`src/rtl/mc_controller.sv`:
```
// mc_controller: multicycle ARM-subset control FSM (fetch/decode/memory/ALU/branch).
// Optional branch-with-link support is enabled by defining MC_CONTROLLER_BL_EN.
`default_nettype none

module mc_controller (
  input  logic         clk,
  input  logic         reset,
  input  logic [31:12] Instr,
  input  logic [3:0]   ALUFlags,
  output logic         PCWrite,
  output logic         MemWrite,
  output logic         RegWrite,
  output logic         IRWrite,
  output logic         AdrSrc,
  output logic [1:0]   RegSrc,
  output logic [1:0]   ALUSrcA,
  output logic [1:0]   ALUSrcB,
  output logic [1:0]   ResultSrc,
  output logic [1:0]   ImmSrc,
  output logic [1:0]   ALUControl,
  output logic         LinkWrite,
  output logic         Illegal,
  output logic [3:0]   State
);

`ifdef MC_CONTROLLER_BL_EN
  localparam logic BL_EN = 1'b1;
`else
  localparam logic BL_EN = 1'b0;
`endif

  typedef enum logic [3:0] {
    FETCH    = 4'd0,
    DECODE   = 4'd1,
    MEMADR   = 4'd2,
    MEMRD    = 4'd3,
    MEMWB    = 4'd4,
    MEMWR    = 4'd5,
    EXECUTER = 4'd6,
    EXECUTEI = 4'd7,
    ALUWB    = 4'd8,
    BRANCH   = 4'd9,
    UNKNOWN  = 4'd10
  } state_e;

  state_e     state_q, state_d;
  logic [3:0] flags_q, flags_d;
  logic       cond_ok_q, cond_ok_d;
  logic       illegal_q, illegal_d;

  logic [3:0] cond;
  logic [1:0] op;
  logic [5:0] funct;
  logic [3:0] rd;
  logic       unused_rn;

  assign cond      = Instr[31:28];
  assign op        = Instr[27:26];
  assign funct     = Instr[25:20];
  assign rd        = Instr[15:12];
  assign unused_rn = ^Instr[19:16];

  // Data-processing command decode
  logic       cmd_legal;
  logic       cmd_cmp;
  logic       cmd_arith;
  logic [1:0] cmd_alu;

  always_comb begin
    cmd_legal = 1'b1;
    cmd_cmp   = 1'b0;
    cmd_arith = 1'b0;
    cmd_alu   = 2'b00;
    case (funct[4:1])
      4'b0100: begin cmd_alu = 2'b00; cmd_arith = 1'b1; end
      4'b0010: begin cmd_alu = 2'b01; cmd_arith = 1'b1; end
      4'b1010: begin cmd_alu = 2'b01; cmd_arith = 1'b1; cmd_cmp = 1'b1; end
      4'b0000: cmd_alu = 2'b10;
      4'b1100: cmd_alu = 2'b11;
      default: cmd_legal = 1'b0;
    endcase
  end

  // Condition check against the stored NZCV
  logic flag_n, flag_z, flag_c, flag_v;
  logic cond_pass;

  assign {flag_n, flag_z, flag_c, flag_v} = flags_q;

  always_comb begin
    cond_pass = 1'b0;
    case (cond)
      4'b0000: cond_pass = flag_z;
      4'b0001: cond_pass = !flag_z;
      4'b0010: cond_pass = flag_c;
      4'b0011: cond_pass = !flag_c;
      4'b0100: cond_pass = flag_n;
      4'b0101: cond_pass = !flag_n;
      4'b0110: cond_pass = flag_v;
      4'b0111: cond_pass = !flag_v;
      4'b1000: cond_pass = flag_c && !flag_z;
      4'b1001: cond_pass = !flag_c || flag_z;
      4'b1010: cond_pass = (flag_n == flag_v);
      4'b1011: cond_pass = (flag_n != flag_v);
      4'b1100: cond_pass = !flag_z && (flag_n == flag_v);
      4'b1101: cond_pass = flag_z || (flag_n != flag_v);
      4'b1110: cond_pass = 1'b1;
      default: cond_pass = 1'b0;
    endcase
  end

  always_comb begin
    state_d = FETCH;
    case (state_q)
      FETCH:    state_d = DECODE;
      DECODE: begin
        case (op)
          2'b00:   state_d = funct[5] ? EXECUTEI : EXECUTER;
          2'b01:   state_d = MEMADR;
          2'b10:   state_d = BRANCH;
          default: state_d = UNKNOWN;
        endcase
      end
      MEMADR:   state_d = funct[0] ? MEMRD : MEMWR;
      MEMRD:    state_d = MEMWB;
      EXECUTER: state_d = ALUWB;
      EXECUTEI: state_d = ALUWB;
      default:  state_d = FETCH;
    endcase
  end

  logic is_execute;
  assign is_execute = (state_q == EXECUTER) || (state_q == EXECUTEI);

  always_comb begin
    flags_d = flags_q;
    if (is_execute && cond_ok_q && cmd_legal && (funct[0] || cmd_cmp)) begin
      flags_d[3:2] = ALUFlags[3:2];
      if (cmd_arith) begin
        flags_d[1:0] = ALUFlags[1:0];
      end
    end
    cond_ok_d = (state_q == DECODE) ? cond_pass : cond_ok_q;
    // Raised on leaving DECODE so the flag is already visible in UNKNOWN/EXECUTE
    illegal_d = illegal_q ||
                ((state_q == DECODE) &&
                 ((op == 2'b11) || ((op == 2'b00) && !cmd_legal)));
  end

  always_ff @(posedge clk or negedge reset) begin
    if (!reset) begin
      state_q   <= FETCH;
      flags_q   <= 4'b0000;
      cond_ok_q <= 1'b0;
      illegal_q <= 1'b0;
    end else begin
      state_q   <= state_d;
      flags_q   <= flags_d;
      cond_ok_q <= cond_ok_d;
      illegal_q <= illegal_d;
    end
  end

  logic pcw_raw, mw_raw, rgw_raw, irw_raw, lnk_raw;

  always_comb begin
    pcw_raw    = 1'b0;
    mw_raw     = 1'b0;
    rgw_raw    = 1'b0;
    irw_raw    = 1'b0;
    lnk_raw    = 1'b0;
    AdrSrc     = 1'b0;
    ALUSrcA    = 2'b00;
    ALUSrcB    = 2'b00;
    ResultSrc  = 2'b00;
    ALUControl = 2'b00;
    case (state_q)
      FETCH: begin
        irw_raw   = 1'b1;
        pcw_raw   = 1'b1;
        ALUSrcA   = 2'b01;
        ALUSrcB   = 2'b10;
        ResultSrc = 2'b10;
      end
      DECODE: begin
        ALUSrcA   = 2'b01;
        ALUSrcB   = 2'b10;
        ResultSrc = 2'b10;
      end
      MEMADR: begin
        ALUSrcB = 2'b01;
      end
      MEMRD: begin
        AdrSrc = 1'b1;
      end
      MEMWR: begin
        AdrSrc = 1'b1;
        mw_raw = cond_ok_q;
      end
      MEMWB: begin
        ResultSrc = 2'b01;
        if (cond_ok_q) begin
          pcw_raw = (rd == 4'd15);
          rgw_raw = (rd != 4'd15);
        end
      end
      EXECUTER: begin
        ALUControl = cmd_alu;
      end
      EXECUTEI: begin
        ALUSrcB    = 2'b01;
        ALUControl = cmd_alu;
      end
      ALUWB: begin
        // Compares and undecodable commands never commit a result
        if (cond_ok_q && cmd_legal && !cmd_cmp) begin
          pcw_raw = (rd == 4'd15);
          rgw_raw = (rd != 4'd15);
        end
      end
      BRANCH: begin
        ALUSrcB   = 2'b01;
        ResultSrc = 2'b10;
        pcw_raw   = cond_ok_q;
        if (BL_EN && cond_ok_q && funct[4]) begin
          rgw_raw = 1'b1;
          lnk_raw = 1'b1;
        end
      end
      default: ;
    endcase
  end

  assign PCWrite   = reset && pcw_raw;
  assign MemWrite  = reset && mw_raw;
  assign RegWrite  = reset && rgw_raw;
  assign IRWrite   = reset && irw_raw;
  assign LinkWrite = reset && lnk_raw;

  assign ImmSrc  = (op == 2'b11) ? 2'b00 : op;
  assign RegSrc  = {(op == 2'b01) && !funct[0], (op == 2'b10)};
  assign Illegal = illegal_q;
  assign State   = state_q;

endmodule

`default_nettype wire

```
`config.mk`:
```
export PLATFORM = sky130hd
export DESIGN_NAME = mc_controller
export DESIGN_NICKNAME = d
export VERILOG_FILES = /design/src/rtl/mc_controller.sv
export SDC_FILE = /design/constraint.sdc
export NUM_CORES = 1
export LEC_CHECK = 0
export ABC_AREA = 0
export BUFFER_PORTS_ARGS = -buffer_cell sky130_fd_sc_hd__clkbuf_2
export CAP_MARGIN = 5
export CORE_ASPECT_RATIO = 0.7
export CORE_UTILIZATION = 47
export CTS_BUF_LIST = sky130_fd_sc_hd__clkbuf_16
export CTS_CLUSTER_SIZE = 10
export DETAILED_ROUTE_END_ITERATION = 10
export PLACE_DENSITY = 0.84
export SYNTH_ARGS = -nofsm -noshare
export SYNTH_HDL_FRONTEND = slang
export SYNTH_SLANG_ARGS = --single-unit
```
`constraint.sdc`:
```
create_clock -name clk -period 4.2 [get_ports clk]
set_input_delay 0.63 -clock clk [delete_from_list [all_inputs] [get_ports clk]]
set_output_delay 0.63 -clock clk [all_outputs]
set_load 0.02 [all_outputs]
```
==> impl_metrics.json, run 1 <==
{
  "die_h_um": 38.27,
  "area_growth_pct": 30.17,
  "fin_crit_ps": 2426,
  "place_ws_ps": 1874,
  "p_per_area_nw_per_um2": 688.8,
  "synth-edff-count": 0,
  "postCtsResizedCells": 0,
  "wl_per_cell_um": 13.57,
  "async_flop_share_pct": 100.0,
  "yosysMostFrequentCell": "nand2_1",
  "hp-class": "primary input to async pin",
  "finalCritPeriodShare_pct": 57.77,
  "synthTopCellsByArea": "dfrtp_1 (28%), nand2_1 (5.5%), mux2_1 (5.1%), nor2_1 (5.1%), nor2b_1 (5.0%)",
  "cap_violations": 0,
  "slew_violations": 0,
  "vias": 981,
  "routabilityCongestion": 0.9045,
  "cts_buffer_depth": 2,
  "die-width_um": 53.82,
  "clock-root-buffer": "clkbuf_16",
  "slowest_delay_ps": 480,
  "postCtsHoldBufs": 0,
  "synthFlopType": "dfrtp_1",
  "antenna_found_initial": 0,
  "cts_buffers": 3,
  "grt_pass1_vias": 820,
  "worst_setup_path_start_kind": "register",
  "yosysUniqueCellTypes": 36,
  "critPathKind": "register to primary output",
  "die_area_um2": 2060,
  "initial_core_util_pct": 53.00,
  "yosysTopAreaCell": "dfrtp_1",
  "setup_ws_ps": 1774,
  "nNetsFinal": 180,
  "cts_tree": "done",
  "drt_iter0_markers": 41,
  "crit_arrival_ps": 1800,
  "r2r_start": "State[1]",
  "setup.worst_path.start": "State[2]",
  "grt_overflow": 0,
  "finalPower_mw": 0.7920,
  "cpMaxStageDelayCell": "dfrtp_1",
  "cp_max_fo": 9,
  "grt_first_pass_wirelength_mm": 3.808,
  "finalHoldViolations": 0,
  "synth-seq-cells": 10,
  "fin_util_pct": 68.99,
  "drive_gt1_share_pct": 30.72,
  "synthDominantCellAreaShare_pct": 28.33,
  "io_buffers": 42,
  "rows": 12,
  "drt_pass1_iterations": 4,
  "timing.fmax_ghz": 0.4121,
  "cts_setup_buffers": 0,
  "h-tree-depth": 1,
  "core_area_um2": 1667,
  "met3_length_um": 208,
  "synth_warnings": 0,
  "end_kind": "primary output",
  "syn_avg_cell_area_um2": 7.681,
  "status": "finished, final reports clean",
  "holdWs_ps": 282.8,
  "wl_met1_mm": 1.059,
  "setup_violations": 0,
  "clk_latency_ps": 240,
  "path_cells": "nand2b_1 > nand3b_1 > a211oi_1 > a21oi_1 > nor2b_1 > clkbuf_2",
  "routed_wl_mm": 2.361,
  "ant_nets": 0,
  "synth_common_cells": "nand2_1 (13), nor2_1 (12), dfrtp_1 (10)",
  "cp.required_ps": 3570,
  "leakagePower_nw": 0.5676,
  "grt_max_degree": 15,
  "drc": 0,
  "rsz0062_at_grt": "no",
  "clock_skew_ps": 5.086,
  "diodes": 0,
  "wl_met2_mm": 1.094,
  "num_io_pins": 49,
  "path_clk_slew_ps": 40,
  "synthCells": 115,
  "crit_family": "simple AND/OR/NAND/NOR gates",
  "numClockSinks": 10,
  "cp.buffers_inverters": 1,
  "routed.top_layer": "met3",
  "grt_util_all_layers_pct": 26.75,
  "ys_seq_area_share_pct": 28.33,
  "via_per_inst": 5.638,
  "netlist_area_um2": 883.3,
  "setup_tns_ps": 0,
  "vdd_drop_max_mv": 0.5496,
  "dp_hpwl_mm": 1.754
}
==> area by class of cell <==
type                       count  area, um^2
clock buffer                   3       75.07
fill                         134       516.7
clock inverter                 1       3.754
tap                           21       26.28
inverter                       5       18.77
multi-input combinational     92       565.5
timing repair buffer          42       210.2
sequential                    10       250.2
==> where the power goes <==
group	switching (mW)	total (mW)	internal, mW
combinational	0.249	0.412	0.163
clock	0.0474	0.172	0.125
sequential	0.0733	0.207	0.134
==> worst paths after layout <==
check / depth (start not counted) / slack (ps) / to
worst max-delay path: 6 / 1770 / PCWrite
worst min-delay path: 1 / 280 / State[0]
worst max register to register: 5 / 2560 / flags_q[1]
worst min register to register: 1 / 480 / Illegal
max in group asynchronous: 1 / 3660 / flags_q[2]
min in group clk: 1 / 480 / Illegal
==> metal layers <==
layer	vias to the layer above	global-route usage, %
met5	-	0
met4	0	3.947
met3	0	8.730
met2	48	40.12
met1	461	37.50
li1	472	-
==> metrics by stage <==
stage          cell area [um^2]  std cells
4_1_cts                    1150        174
6_report                   1150        174
3_3_place_gp               1071        170
5_1_grt                    1150        174
3_5_place_dp               1071        170
2_1_floorplan             887.1        116
==> layout by cell type (no fill, tap or decap), drive strengths merged, types with 5 or more instances in the layout <==
cell / n
a21oi: 7
clkbuf: 45
dfrtp: 10
nand2: 13
nor2: 12
nor2b: 7
nor3: 5
o21ai: 8
==> flip-flops by register name, summed over array words and instances (netlist names) <==
signal	cells
flags_q	4
Illegal	1
cond_ok_q	1
State	4
==> cell families (layout without fill, tap and decap cells) <==
family | Yosys count | count (layout) | synth area share (%)
other | 1 | 2 | 0.4245
muxes | 5 | 5 | 6.232
DFF | 10 | 10 | 28.33
and+or+nand+nor | 50 | 50 | 28.75
xor gates and xnor gates | 7 | 7 | 6.941
AOI/OAI and AO/OA | 28 | 28 | 21.25
buffers and inverters | 14 | 51 | 8.073
No activity file was read; power rests on OpenSTA's default activity.
==> run 2, diff against run 1 <==
--- a/config.mk
+++ b/config.mk
@@ -9,11 +9,11 @@
 export BUFFER_PORTS_ARGS = -buffer_cell sky130_fd_sc_hd__clkbuf_2
 export CAP_MARGIN = 5
 export CORE_ASPECT_RATIO = 0.7
-export CORE_UTILIZATION = 47
+export CORE_UTILIZATION = 39
 export CTS_BUF_LIST = sky130_fd_sc_hd__clkbuf_16
 export CTS_CLUSTER_SIZE = 10
 export DETAILED_ROUTE_END_ITERATION = 10
-export PLACE_DENSITY = 0.84
+export PLACE_DENSITY = 0.75
 export SYNTH_ARGS = -nofsm -noshare
 export SYNTH_HDL_FRONTEND = slang
 export SYNTH_SLANG_ARGS = --single-unit
==> constraint.sdc (replaced) <==
create_clock -name clk -period 2.1 [get_ports clk]
set_input_delay 0.315 -clock clk [delete_from_list [all_inputs] [get_ports clk]]
set_output_delay 0.315 -clock clk [all_outputs]
set_load 0.02 [all_outputs]
==> run 2 against run 1 <==
Combinational power up 110%. Cell area increased by 2.6%. Sequential cell count is the same. Routed wire length down 7.4%. Global-route usage fell by 7.2 points. Via count down 4.3%. Die area increased by 20%. Power grew 99%.
==> impl_metrics.json, run 2 (synthesis results as in run 1) <==
{
  "place_ws_ps": 365.5,
  "setup_tns_ps": 0,
  "multi_input_area_um2": 565.5,
  "routed_wl_mm": 2.187,
  "stdcell_count": 186,
  "wl_per_cell_um": 11.76,
  "ant_nets": 0,
  "h-tree-depth": 1,
  "finalHoldViolations": 0,
  "vias": 939,
  "diodes": 0,
  "drt_iter0_markers": 52,
  "numClockSinks": 10,
  "nNetsFinal": 182,
  "grt_overflow": 0,
  "timing.fmax_ghz": 0.5182,
  "die_area_um2": 2463,
  "p_per_area_nw_per_um2": 1336,
  "grt_util_all_layers_pct": 19.53,
  "routabilityCongestion": 0.8346,
  "end_kind": "primary output",
  "fillers": 223,
  "drc": 0,
  "drt_pass1_iterations": 4,
  "leakagePower_nw": 0.5726,
  "clock-root-buffer": "clkbuf_16",
  "hp-class": "primary input to register",
  "finalCritPeriodShare_pct": 91.90,
  "num_io_pins": 49,
  "setup_violations": 0,
  "layout_commonest_cell": "clkbuf_2",
  "hold_depth": 2,
  "cts_tree": "done",
  "grt-busiest-layer": "met2",
  "ff_latch_area_um2": 252.7,
  "via_per_inst": 5.048,
  "cp_max_fo": 14,
  "area_growth_pct": 33.57,
  "worst-r2r-cell-count": 5,
  "cts_buffer_depth": 2,
  "setup_ws_ps": 170.1,
  "die-width_um": 58.89,
  "grt_max_degree": 15,
  "rows": 14,
  "vdd_drop_max_mv": 0.6048,
  "place_inst": 182,
  "grt_use_met2_pct": 30.23,
  "cap_violations": 0,
  "met3_usage_pct": 6.231,
  "antenna_found_initial": 0,
  "fin_util_pct": 55.21,
  "layout_common_cells": "clkbuf_2 (42), nand2_1 (13), nor2_1 (12)",
  "core_area_um2": 2137,
  "critPathKind": "primary input to primary output",
  "worst_setup_path_start_kind": "primary input",
  "rsz0062_at_grt": "no",
  "cp.required_ps": 1780,
  "clock_skew_ps": 1.958,
  "grt_pass1_vias": 815,
  "clk_latency_ps": 230,
  "slew_violations": 0,
  "die_h_um": 41.82,
  "finalPower_mw": 1.576,
  "crit_arrival_ps": 1610,
  "io_buffers": 42,
  "drive_gt1_share_pct": 32.47,
  "dp_hpwl_mm": 1.733,
  "path_clk_slew_ps": 40,
  "cts_buffers": 3,
  "grt_first_pass_wirelength_mm": 3.567,
  "initial_core_util_pct": 41.33,
  "grt_util_met1_pct": 25.93,
  "fin_crit_ps": 1930,
  "status": "finished, final reports clean"
}
run 2: cell count changes in the layout (fill, tap and decap cells not counted):
cell and delta:
dfrtp_1 -2, dfrtp_2 +2, buf_4 +1, clkinv_1 -1, dlygate4sd3_1 +1
run 2: worst paths after layout:
check | start | slack (ps) | end
worst max-delay path | reset | 170 | RegWrite
worst min-delay path | ALUFlags[1] | 300 | flags_q[1]
worst max register to register | State[3] | 490 | flags_q[3]
worst min register to register | Illegal | 460 | Illegal
max in group asynchronous | reset | 1310 | State[1]
min in group asynchronous | reset | 530 | State[3]
run 2: critical path, cell delays in order:
cell	delay, ps
dlygate4sd3_1	530
clkbuf_2	310
nand2_1	80
a211oi_1	170
clkbuf_2	200
run 2: power by group:
part / switching, mW / internal [mW]
logic: 0.513 / 0.340
clock network: 0.0837 / 0.246
registers: 0.121 / 0.272
run 2: routing by layer:
| layer | up-vias | share of wire, % |
|---|---|---|
| met5 | - | 0 |
| met4 | 0 | 0.64 |
| met3 | 2 | 7.0 |
| met2 | 35 | 45 |
| met1 | 427 | 48 |
| li1 | 475 | - |
run 2: timing repair:
action	CTS	global route
setup buffers	0	0
endpoints found under the hold margin	10	0
setup endpoints to repair	0	1
hold buffers	1	0
gates resized for setup	0	2
run 2: through the flow:
step | cell area [um^2] | hold slack [ps]
2_1_floorplan | 887.1 | 19.41
3_3_place_gp | 1092 | 220.5
3_5_place_dp | 1092 | 228.2
4_1_cts | 1177 | 299.8
5_1_grt | 1180 | 316.1
6_report | 1180 | 300.7
run 2: area by class of cell:
| type | instances | share of cell area (%) |
|---|---|---|
| Clock buffer | 3 | 6.363 |
| Tap cell | 32 | 3.393 |
| Inverter | 5 | 1.591 |
| Sequential cell | 10 | 21.42 |
| Multi-Input combinational cell | 92 | 47.93 |
| Timing Repair Buffer | 44 | 19.30 |
